===== src/rtl/nn_ctrl_pkg.sv =====
// Shared definitions for the MaxNet control path: FSM state encoding and network sizing.
// No logic, so it has no latency and no backpressure.
package nn_ctrl_pkg;

  typedef enum logic [2:0] {
    S_IDLE  = 3'd0,
    S_LOAD  = 3'd1,
    S_INIT  = 3'd2,
    S_MULT  = 3'd3,
    S_UPD   = 3'd4,
    S_CHECK = 3'd5,
    S_RES   = 3'd6,
    S_DONE  = 3'd7
  } state_t;

  localparam int DEFAULT_MAX_ITER = 15;
  localparam int NUM_NEURONS      = 4;
  localparam int CNT_W            = 3;
  localparam int IDX_W            = 2;

endpackage


===== src/rtl/active_encoder.sv =====
// Survivor encoder: counts the set bits of a 4-bit activity vector and finds the lowest set index.
// Purely combinational with zero latency; it has no flow control and no backpressure.
module active_encoder
  import nn_ctrl_pkg::*;
(
  input  logic [NUM_NEURONS-1:0] vec,
  output logic [CNT_W-1:0]       cnt,
  output logic [IDX_W-1:0]       idx,
  output logic                   one_hot
);

  always_comb begin
    cnt = '0;
    idx = '0;
    // Scanning from the top down leaves the lowest set index as the last assignment.
    for (int i = NUM_NEURONS - 1; i >= 0; i--) begin
      cnt = cnt + CNT_W'(vec[i]);
      if (vec[i]) idx = IDX_W'(i);
    end
    one_hot = (cnt == CNT_W'(1));
  end

endmodule


===== src/rtl/maxnet_sequencer.sv =====
// MaxNet iteration controller: sequences the datapath load strobes, checks convergence, reports status.
// A run of N rounds ends with done 3N+4 cycles after the start edge; start edges outside IDLE are ignored.
module maxnet_sequencer
  import nn_ctrl_pkg::*;
#(
  parameter int MAX_ITER = DEFAULT_MAX_ITER,
  parameter int ITER_W   = 4
) (
  input  logic                   clk,
  input  logic                   rst,
  input  logic                   start,
  input  logic [NUM_NEURONS-1:0] active,
  output logic                   ldI,
  output logic                   ldInit,
  output logic                   ldM,
  output logic                   ldA,
  output logic                   ldRes,
  output logic                   busy,
  output logic                   done,
  output logic                   timeout,
  output logic                   no_win,
  output logic [IDX_W-1:0]       winner,
  output logic [ITER_W-1:0]      iter
);

  localparam logic [ITER_W-1:0] ITER_LIMIT = ITER_W'(MAX_ITER);

  state_t              state;
  state_t              next_state;
  logic                start_q;
  logic                launch;
  logic                at_limit;
  logic [ITER_W-1:0]   iter_q;
  logic [IDX_W-1:0]    winner_q;
  logic                timeout_q;
  logic                no_win_q;
  logic [CNT_W-1:0]    act_cnt;
  logic [IDX_W-1:0]    act_idx;
  logic                act_one_hot;

  active_encoder u_enc (
    .vec     (active),
    .cnt     (act_cnt),
    .idx     (act_idx),
    .one_hot (act_one_hot)
  );

  assign launch   = start && !start_q;
  assign at_limit = (iter_q == ITER_LIMIT);

  always_ff @(posedge clk or negedge rst) begin
    if (!rst) begin
      state <= S_IDLE;
    end else begin
      state <= next_state;
    end
  end

  always_comb begin
    next_state = state;
    case (state)
      S_IDLE:  if (launch) next_state = S_LOAD;
      S_LOAD:  next_state = S_INIT;
      S_INIT:  next_state = S_MULT;
      S_MULT:  next_state = S_UPD;
      S_UPD:   next_state = S_CHECK;
      S_CHECK: begin
        if (act_one_hot || act_cnt == '0 || at_limit) next_state = S_RES;
        else                                          next_state = S_MULT;
      end
      S_RES:   next_state = S_DONE;
      S_DONE:  next_state = S_IDLE;
      default: next_state = S_IDLE;
    endcase
  end

  // start_q resets high so a start already asserted when reset lifts is not taken as an edge.
  always_ff @(posedge clk or negedge rst) begin
    if (!rst) begin
      start_q   <= 1'b1;
      iter_q    <= '0;
      winner_q  <= '0;
      timeout_q <= 1'b0;
      no_win_q  <= 1'b0;
    end else begin
      start_q <= start;
      case (state)
        S_IDLE: begin
          if (launch) begin
            iter_q    <= '0;
            winner_q  <= '0;
            timeout_q <= 1'b0;
            no_win_q  <= 1'b0;
          end
        end
        S_UPD: begin
          if (!at_limit) iter_q <= iter_q + ITER_W'(1);
        end
        S_CHECK: begin
          if (act_one_hot) begin
            winner_q <= act_idx;
          end else if (act_cnt == '0) begin
            no_win_q <= 1'b1;
          end else if (at_limit) begin
            timeout_q <= 1'b1;
            winner_q  <= act_idx;
          end
        end
        default: ;
      endcase
    end
  end

  assign ldI     = (state == S_LOAD);
  assign ldInit  = (state == S_INIT);
  assign ldM     = (state == S_MULT);
  assign ldA     = (state == S_UPD);
  assign ldRes   = (state == S_RES);
  assign done    = (state == S_DONE);
  assign busy    = (state != S_IDLE) && (state != S_DONE);
  assign timeout = timeout_q;
  assign no_win  = no_win_q;
  assign iter    = iter_q;
  // A forced stop or an empty network has no meaningful winner, so it reads as 0.
  assign winner  = (done && !timeout_q && !no_win_q) ? winner_q : '0;

endmodule


===== config.mk =====
export PLATFORM = sky130hd
export DESIGN_NAME = maxnet_sequencer
export DESIGN_NICKNAME = d
export VERILOG_FILES = /design/src/rtl/nn_ctrl_pkg.sv /design/src/rtl/active_encoder.sv /design/src/rtl/maxnet_sequencer.sv
export SDC_FILE = /design/constraint.sdc
export NUM_CORES = 1
export LEC_CHECK = 0
export ABC_CLOCK_PERIOD_IN_PS = 2400
export BUFFER_PORTS_ARGS = -buffer_cell sky130_fd_sc_hd__buf_2
export CAP_MARGIN = 20
export CORE_MARGIN = 5
export CORE_UTILIZATION = 45
export DETAILED_ROUTE_END_ITERATION = 10
export MAX_ROUTING_LAYER = met4
export PLACE_DENSITY = 0.82
export SETUP_SLACK_MARGIN = 0.2
export SYNTH_ARGS = -nofsm -noshare
export SYNTH_HDL_FRONTEND = slang
export SYNTH_SLANG_ARGS = --single-unit

===== constraint.sdc =====
create_clock -name clk -period 2.4 [get_ports clk]
set_clock_uncertainty 0.05 [all_clocks]
set_input_delay 0.12 -clock clk [delete_from_list [all_inputs] [get_ports clk]]
set_output_delay 0.12 -clock clk [all_outputs]
set_load 0.02 [all_outputs]

# [Yosys cells after proc, flatten, opt, wreduce, memory -nomap -nowiden]
# Index checks and enable logic that the tools add are counted.
[word_totals] register_bits=12 latchBits=0 ram_bits=0 mem_bits_ro=0 out_inout_bits=15 elab_cells=70 memories=0
[classes] add_sub_neg=4 n_mul=0 div=0 order_cmp=0 n_eq_ne=18 n_shift=0 muxes=24 bitwise=0 n_reduce_logical=18
[op_table] cell="$pmux 3 s8" count=1
[op_table] cell="$mux 2" count=9
[op_table] cell="$eq 3x3->1 const B" count=4
[op_table] cell="$ne 2x2->1 const B" count=6
[op_table] cell="$ne 3x3->1 const B" count=3
[op_table] cell="$mux 4" count=2
[op_table] cell="$pmux 4 s2" count=1
[op_table] cell="$reduce_and 4->1" count=2
[op_table] cell="$add 3x1->3" count=2
[op_table] cell="$eq 3x1->1 const B" count=2
[op_table] cell="$eq 3x2->1 const B" count=2
[op_table] cell="$logic_not 3->1" count=2
[op_table] cell="$mux 1" count=6
[op_table] cell="$mux 3" count=2
[op_table] cell="$reduce_and 5->1" count=1
[op_table] cell="$add 4x1->4 const B" count=1
[op_table] cell="$eq 4x4->1 const B" count=1
[op_table] cell="$logic_and 1x1->1" count=4
[op_table] cell="$pmux 1 s2" count=2
[op_table] cell="$pmux 2 s2" count=1
[op_table] cell="$reduce_bool 2->1" count=2
[op_table] cell="$logic_not 1->1" count=3
[op_table] cell="$reduce_and 3->1" count=1
[op_table] cell="$reduce_bool 3->1" count=1
[op_table] cell="2 further kinds" count=3

# [Depth between registers and ports, before layout]
# Gate-level depths: netlist of the first run.
[depth] ltp_word=8 mapped_depth=8

# [Hierarchy]
# From an unflattened synthesis of the first run, not the netlist that was laid out.
[hier_totals] hier_cells=83 hier_area_um2=737.0
[by_module_without_submodules] module="maxnet_sequencer" instances=1 cells_each=74 area_per_inst_um2=656.9
[by_module_without_submodules] module="active_encoder" instances=1 cells_each=9 area_per_inst_um2=80.1

# [Least setup slack after synthesis of the first run]
# Ideal clock, no wire load.
[synth_timing] path_type="input to register" start="in active[2]" end="reg winner_q[0]" setup_ns=0.125 arrival_time_ns=1.893 path_slack_ns=0.332 stages=8 cell_sequence="inv_1 > ha_1 > fa_1 > ha_1 > nor3_1 > nor2_1 > a21oi_1 > mux2_2"
[synth_via] elab_chain_len=7 word_cells_on_any_way=15
[synth_rtl] element="start: declaration" line="maxnet_sequencer.sv:12" text="input logic [NUM_NEURONS-1:0] active,"
[synth_rtl] element="branches (longest 7 deep; another with $add 3x1->3)"
[synth_rtl] element="end signal: assignment" line="maxnet_sequencer.sv:101" text="winner_q <= act_idx;"
[synth_rtl] element="end signal: assignment" line="maxnet_sequencer.sv:106" text="winner_q <= act_idx;"
[synth_rtl] element="end: declaration" line="maxnet_sequencer.sv:34" text="logic [IDX_W-1:0] winner_q;"
# Several ways; the timed one is not identified. The select of a mux whose other input is x is not followed.
# A chain may end at the register's enable or synchronous reset.

# [Worst setup path after layout of the first run]
# Ends and elaborated chain as after synthesis.

==> reports/metrics.yaml, run 1 <==
drt:
  drt_first_iter_violations: 10
  via_count: 639
  drtPass1Iterations: 4
  remaining_drc_errors: 0
  routed_wl_um: 1530
  wl_per_cell_um: 13.1
  final_antenna_net_count: 0
  vias_per_cell: 5.51
power:
  ir_drop_mv: 0.593
  power.internal_uw: 585
  seq_power_share: 0.392
  comb_power_share: 0.463
  clkPwrFrac: 0.145
  p_sw_frac: 0.448
  power_density_nw_per_um2: 1160
  finalPower_mw: 1.06
  p_leak_nw: 0.481
  p_switching_uw: 474
setup_path:
  worst_r2r_path_depth: 5
  rrSetupSlack_ns: 0.63
  critPathCaptureType: "flop"
  critical_path.max_fanout: 2
  cp-start-kind: "input pin"
  timing.rr.start: "iter[0]$_DFFE_PN0P_"
  worstSetupPathType: "in -> reg"
  cp.required_ns: 2.50
  arrival_ns: 2.15
  timing.rr.end: "winner_q[0]$_DFFE_PN0P_"
clock_tree:
  clockBufferDepth: 2
  clk_pin_slew_ns: 0.07
  cts_root_buf: "clkbuf_4"
  postCtsSetupRepairBufs: 0
  cts_made_buffers: 3
  insertion_delay_ns: 0.27
  cts_sinks: 12
  cts_tree: "built"
  h-tree-depth: 1
grt:
  grt_use_total: 0.142
  antenna_found_initial: 0
  grt_max_degree: 15
  overflow: 0
  grt_pass1_wl_um: 2800
  first_global_vias: 635
run_status:
  status: "finished, final reports clean"
floorplanning:
  placeableCoreArea_um2: 1540
  die_w_um: 50.9
  io_pins: 22
  start_util: 0.489
  row_count: 14
  dieHeight_um: 50.9
  dieArea_um2: 2600
finish:
  seqCellArea_um2: 302
  stdcell_area_um2: 916
  diodes: 0
  drive_gt1_frac: 0.350
  syn_to_final_growth_pct: 21.4
  fill_cells: 146
  multi_input_area_um2: 414
  instances_no_fill: 116
  fin_util: 0.594
  nets: 114
synthesis:
  yosys.cell_types.count: 33
  synth_edf_count: 0
  syn_nets: 89
  synth_compound_area_frac: 0.0912
  synth_commonest_cells: "nor2_1 (12), dfrtp_1 (11), ha_1 (5), inv_1 (5)"
  synthesis.area_um2: 754
  yosys_warnings: 0
  yosys.area_share.adder: 0.109
  syn_area_per_cell_um2: 9.93
  synth_flop_cell: "dfrtp_1"
  synth-simple-area-share: 0.264
  ys_seq_area_frac: 0.400
  synth_top_area_cell: "dfrtp_1"
  synthXorXnorAreaFrac: 0.0348
  ys_ff_latch: 12
  async_flop_share: 1.00
  synth_top_family_by_area: "simple AND/OR/NAND/NOR gates"
  yosysMostFrequentCell: "nor2_1"
  syn_inst: 76
  synthMuxAreaShare: 0.0498
  yosys-top-cells-area: "dfrtp_1 (36%), ha_1 (8.3%), nor2_1 (6.0%), dfstp_2 (3.5%), mux2_2 (3.0%)"
  synth_top_area_frac: 0.365
min_path:
  hold_path_class: "in -> async"
sta:
  whs_ns: 0.199
  fmax_ghz: 0.489
  setup-tns-final_ns: 0
  maxSlewViolCount: 0
  finalHoldViolations: 0
  finalWorstSetupSlack_ns: 0.354
  relSlewSlack: 0.701
  final.period_utilization: 0.852
  fin_crit_ns: 2.05
  tightest_slew_ns: 0.445
  rsz0062_at_grt: "no"
  setup_violations: 0
placed_design:
  place_inst: 110
  placed_area_um2: 860
  portBuffers: 21
  pre_cts_slack_ns: 0.0592
  dp_hpwl_um: 1250
  place_congestion: 0.759
flow_run:
  cap_viol_max_count: 0
==> power groups by stage <==
stage / Combinational [mW] / Sequential, mW / Clock (mW)
finish: 0.490 / 0.415 / 0.153
global route: 0.544 / 0.441 / 0.178
CTS: 0.498 / 0.415 / 0.162
detailed placement: 0.492 / 0.420 / 0
global placement: 0.480 / 0.413 / 0
floorplan: 0.388 / 0.396 / 0
==> critical path, cell delays in order <==
cell	delay (ns)
buf_2	0.09
inv_1	0.05
ha_1	0.30
fa_1	0.38
ha_1	0.31
nor3_1	0.25
nor2_1	0.06
a21oi_1	0.21
mux2_2	0.36
==> timing repair <==
item,CTS,global route
hold endpoints to repair,13,0
hold buffers,2,0
resized for setup,0,0
==> how the worst max path moves through the flow <==
stage                     startpoint                      end  slack [ns]  depth (start not counted)
after global placement     active[2]  winner_q[0]$_DFFE_PN0P_        0.18                          9
after CTS                  active[2]  winner_q[0]$_DFFE_PN0P_        0.36                          9
after global routing       active[2]  winner_q[0]$_DFFE_PN0P_        0.25                          9
after floorplan            active[2]  winner_q[0]$_DFFE_PN0P_        0.33                          8
after detailed placement   active[2]  winner_q[0]$_DFFE_PN0P_        0.06                          9
final                      active[2]  winner_q[0]$_DFFE_PN0P_        0.35                          9
==> cell usage in the layout (no fill, tap or decap), types with 3 or more instances in the layout <==
cell type	synthesis	layout
ha_1	5	5
dfrtp_1	11	11
buf_2	1	21
nor3_1	4	4
nand2_1	3	3
inv_1	5	5
clkbuf_4	0	3
nor2_1	12	12
a21oi_1	4	4
==> logic make-up after synthesis <==
kind of cell               after synthesis
xor gates and xnor gates                 3
and+or+nand+nor                         33
DFF                                     12
buffers and inverters                    8
AOI/OAI and AO/OA                       11
adders and majority gates                6
muxes                                    3
==> routing by layer <==
| layer | up-vias | global-route usage | routed length [µm] |
|---|---|---|---|
| met5 | - | - | 0 |
| met4 | 0 | 0.0723 | 6 |
| met3 | 2 | 0.0407 | 84 |
| met2 | 21 | 0.219 | 799 |
| met1 | 304 | 0.167 | 634 |
| li1 | 312 | - | - |
==> final cells by class <==
class / instances / area share
inverter: 5 / 0.0205
sequential: 12 / 0.329
clock buffer: 4 / 0.0396
timing repair buffer: 23 / 0.137
tap: 16 / 0.0219
multi-input combinational: 56 / 0.452
==> sequential cells by signal, summed over array words and instances (netlist names) <==
signal / flops
iter: 4
winner_q: 2
no_win: 1
start_q: 1
timeout: 1
state: 3
(Power assumes the default switching activity.)
==> inputs of run 2 (changes only) <==
- ABC_AREA: not set -> 1
- PLACE_DENSITY: 0.82 -> 0.81
==> run 2 against run 1 <==
Setup slack improved by 0.39 ns. Global-route usage fell by 0.20 points. Via count is 18% higher. Sequential share of layout area is 3.3 points lower. Synthesized cell count up 34%. Sequential cell count unchanged. Maximum frequency grew 23%. Total power is 5.8% higher. Wire length increased by 12%. Hold slack worse by 0.0019 ns. Critical path type unchanged. Largest cell class unchanged. Highest routed layer unchanged.
==> reports/metrics.yaml, run 2 <==
setup_path:
  path_depth: 11
  timing.rr.start: "iter[0]$_DFFE_PN0P_"
  crit_family: "adder cells"
  arrival_ns: 1.78
  worst_r2r_path_depth: 6
  critPathCaptureType: "flop"
  cp.buffers_inverters: 2
  critical_path.max_fanout: 3
  worstSetupPathType: "in -> reg"
  slowest_delay_ns: 0.37
  cp-start-kind: "input pin"
  crit_start: "active[2]"
  crit_chain: "buf_2, inv_1, ha_1, fa_1, ha_1, nor2_1, nand2_1, nand2_2, nand2_2, nand4_1, nand2_1"
  cp.required_ns: 2.52
  crit_slowest_cell: "fa_1"
power:
  p_leak_nw: 0.579
  finalPower_mw: 1.12
  power.internal_uw: 567
  p_sw_frac: 0.494
  p_switching_uw: 553
  comb_power_share: 0.547
  ir_drop_mv: 0.493
  power_density_nw_per_um2: 1100
  clkPwrFrac: 0.145
  seq_power_share: 0.308
sta:
  final.period_utilization: 0.692
  rsz0062_at_grt: "no"
  whs_ns: 0.197
  setup_violations: 0
  setup-tns-final_ns: 0
  fmax_ghz: 0.602
  maxSlewViolCount: 0
  finalHoldViolations: 0
  tightest_slew_ns: 0.318
  fin_crit_ns: 1.66
  relSlewSlack: 0.787
synthesis:
  synth_edf_count: 0
  syn_area_per_cell_um2: 8.10
  synth_flop_cell: "dfrtp_1"
  yosysMostFrequentCell: "nand2_1"
  yosys_warnings: 0
  async_flop_share: 1.00
  synth_commonest_cells: "nand2_1 (18), nor2_1 (15), inv_1 (12), dfrtp_1 (11), nand3_1 (10)"
  yosys-top-cells-area: "dfrtp_1 (33%), nand2_1 (8.2%), ha_1 (7.6%), nor2_1 (6.8%), nand3_1 (6.1%)"
  synthesis.area_um2: 826
  synth_top_area_cell: "dfrtp_1"
  syn_nets: 115
  synth_top_area_frac: 0.333
  yosys.cell_types.count: 24
  syn_inst: 102
  ys_seq_area_frac: 0.365
  ys_ff_latch: 12
finish:
  nets: 143
  mostFrequentLayoutCells: "buf_2 (21), nand2_1 (18), nor2_1 (15)"
  diodes: 0
  drive_gt1_frac: 0.349
  syn_to_final_growth_pct: 23.3
  stdcell_area_um2: 1020
  fin_util: 0.590
  largest_reg_flops: 4
  layout_commonest_cell: "buf_2"
floorplanning:
  dieArea_um2: 2790
  dieHeight_um: 52.8
  start_util: 0.478
  die_w_um: 52.8
  io_pins: 22
  row_count: 15
  placeableCoreArea_um2: 1730
grt:
  overflow: 0
  grt_max_degree: 13
  grt_use_total: 0.140
  grt_pass1_wl_um: 2830
  first_global_vias: 744
  antenna_found_initial: 0
drt:
  final_antenna_net_count: 0
  drtPass1Iterations: 4
  via_count: 756
  vias_per_cell: 4.91
  wl_per_cell_um: 11.1
  routed_wl_um: 1700
  remaining_drc_errors: 0
  drt_first_iter_violations: 8
placed_design:
  portBuffers: 21
  dp_hpwl_um: 1380
  placed_area_um2: 962
  place_congestion: 0.767
clock_tree:
  cts_made_buffers: 3
  ctsResizeCount: 0
  hold_buffers: 2
  insertion_delay_ns: 0.27
  cts_root_buf: "clkbuf_4"
  clk_pin_slew_ns: 0.08
  cts_sinks: 12
  postCtsSetupRepairBufs: 0
  clockBufferDepth: 2
  cts_tree: "built"
  h-tree-depth: 1
min_path:
  hold_path_class: "in -> async"
flow_run:
  cap_viol_max_count: 0
run_status:
  status: "finished, final reports clean"
run 2: changes by cell type in the layout (fill, tap and decap cells not counted), moves of 2 or more:
cell	delta
nor4b_1	-2
nand3_2	+3
xnor2_1	-2
mux2_2	-2
nand3_1	+8
nor3_1	-4
nand2_1	+15
nand2_2	+3
nand4_1	+3
a21o_1	-2
nand2_4	+3
inv_2	+4
nor2_1	+3
inv_1	+7
run 2: stage by stage:
step | instances | setup WS [ns]
4_1_cts | 154 | 0.751
3_5_place_dp | 148 | 0.463
3_3_place_gp | 148 | 0.519
5_1_grt | 154 | 0.654
6_report | 154 | 0.740
2_1_floorplan | 102 | 0.675
run 2: cells by family (layout without fill, tap and decap cells):
logic type      count (synthesis)  after routing  share of synthesized area
buf+inv                        17             44                     0.0803
flops                          12             12                      0.365
compound gates                  6              6                     0.0454
mux                             1              1                     0.0121
fa+ha+maj                       6              6                      0.100
xor+xnor                        1              1                     0.0106
simple gates                   59             59                      0.386
run 2: power by group through the flow:
stage	combinational [mW]	clock (mW)	sequential [mW]
final	0.613	0.162	0.345
after global routing	0.682	0.176	0.353
after CTS	0.621	0.166	0.343
after detailed placement	0.615	0	0.347
after global placement	0.602	0	0.343
after floorplan	0.427	0	0.379
run 2: cell type report:
| class | count | area [µm²] |
|---|---|---|
| repair buffers | 23 | 125 |
| clock buffers | 4 | 36.3 |
| well taps | 25 | 31.3 |
| inverters | 17 | 66.3 |
| fillers | 171 | 708 |
| flip-flops and latches | 12 | 302 |
| multi-input cells | 73 | 458 |
run 2: layer usage:
| metal | vias up | share of wire | global-route usage |
|---|---|---|---|
| li1 | 381 | - | - |
| met1 | 353 | 0.41 | 0.138 |
| met2 | 18 | 0.52 | 0.256 |
| met3 | 4 | 0.053 | 0.0199 |
| met4 | 0 | 0.018 | 0.0851 |
| met5 | - | 0 | - |
run 2: worst register-to-register path, cell delays in order (launching register included):
cell     delay (ns)
dfrtp_1        0.41
ha_1           0.21
nand3_1        0.25
nand3_2        0.20
nand3_2        0.09
nand2_1        0.06
nand2_1        0.04
run 2: final timing paths:
check / endpoint / slack [ns]
max reg2reg: winner_q[0]$_DFFE_PN0P_ / 0.98
min: iter[1]$_DFFE_PN0P_ / 0.20
min in group clk: winner_q[1]$_DFFE_PN0P_ / 0.20
min reg2reg: winner_q[1]$_DFFE_PN0P_ / 0.42
max: winner_q[1]$_DFFE_PN0P_ / 0.74
max in group asynchronous: start_q$_DFF_PN1_ / 1.82
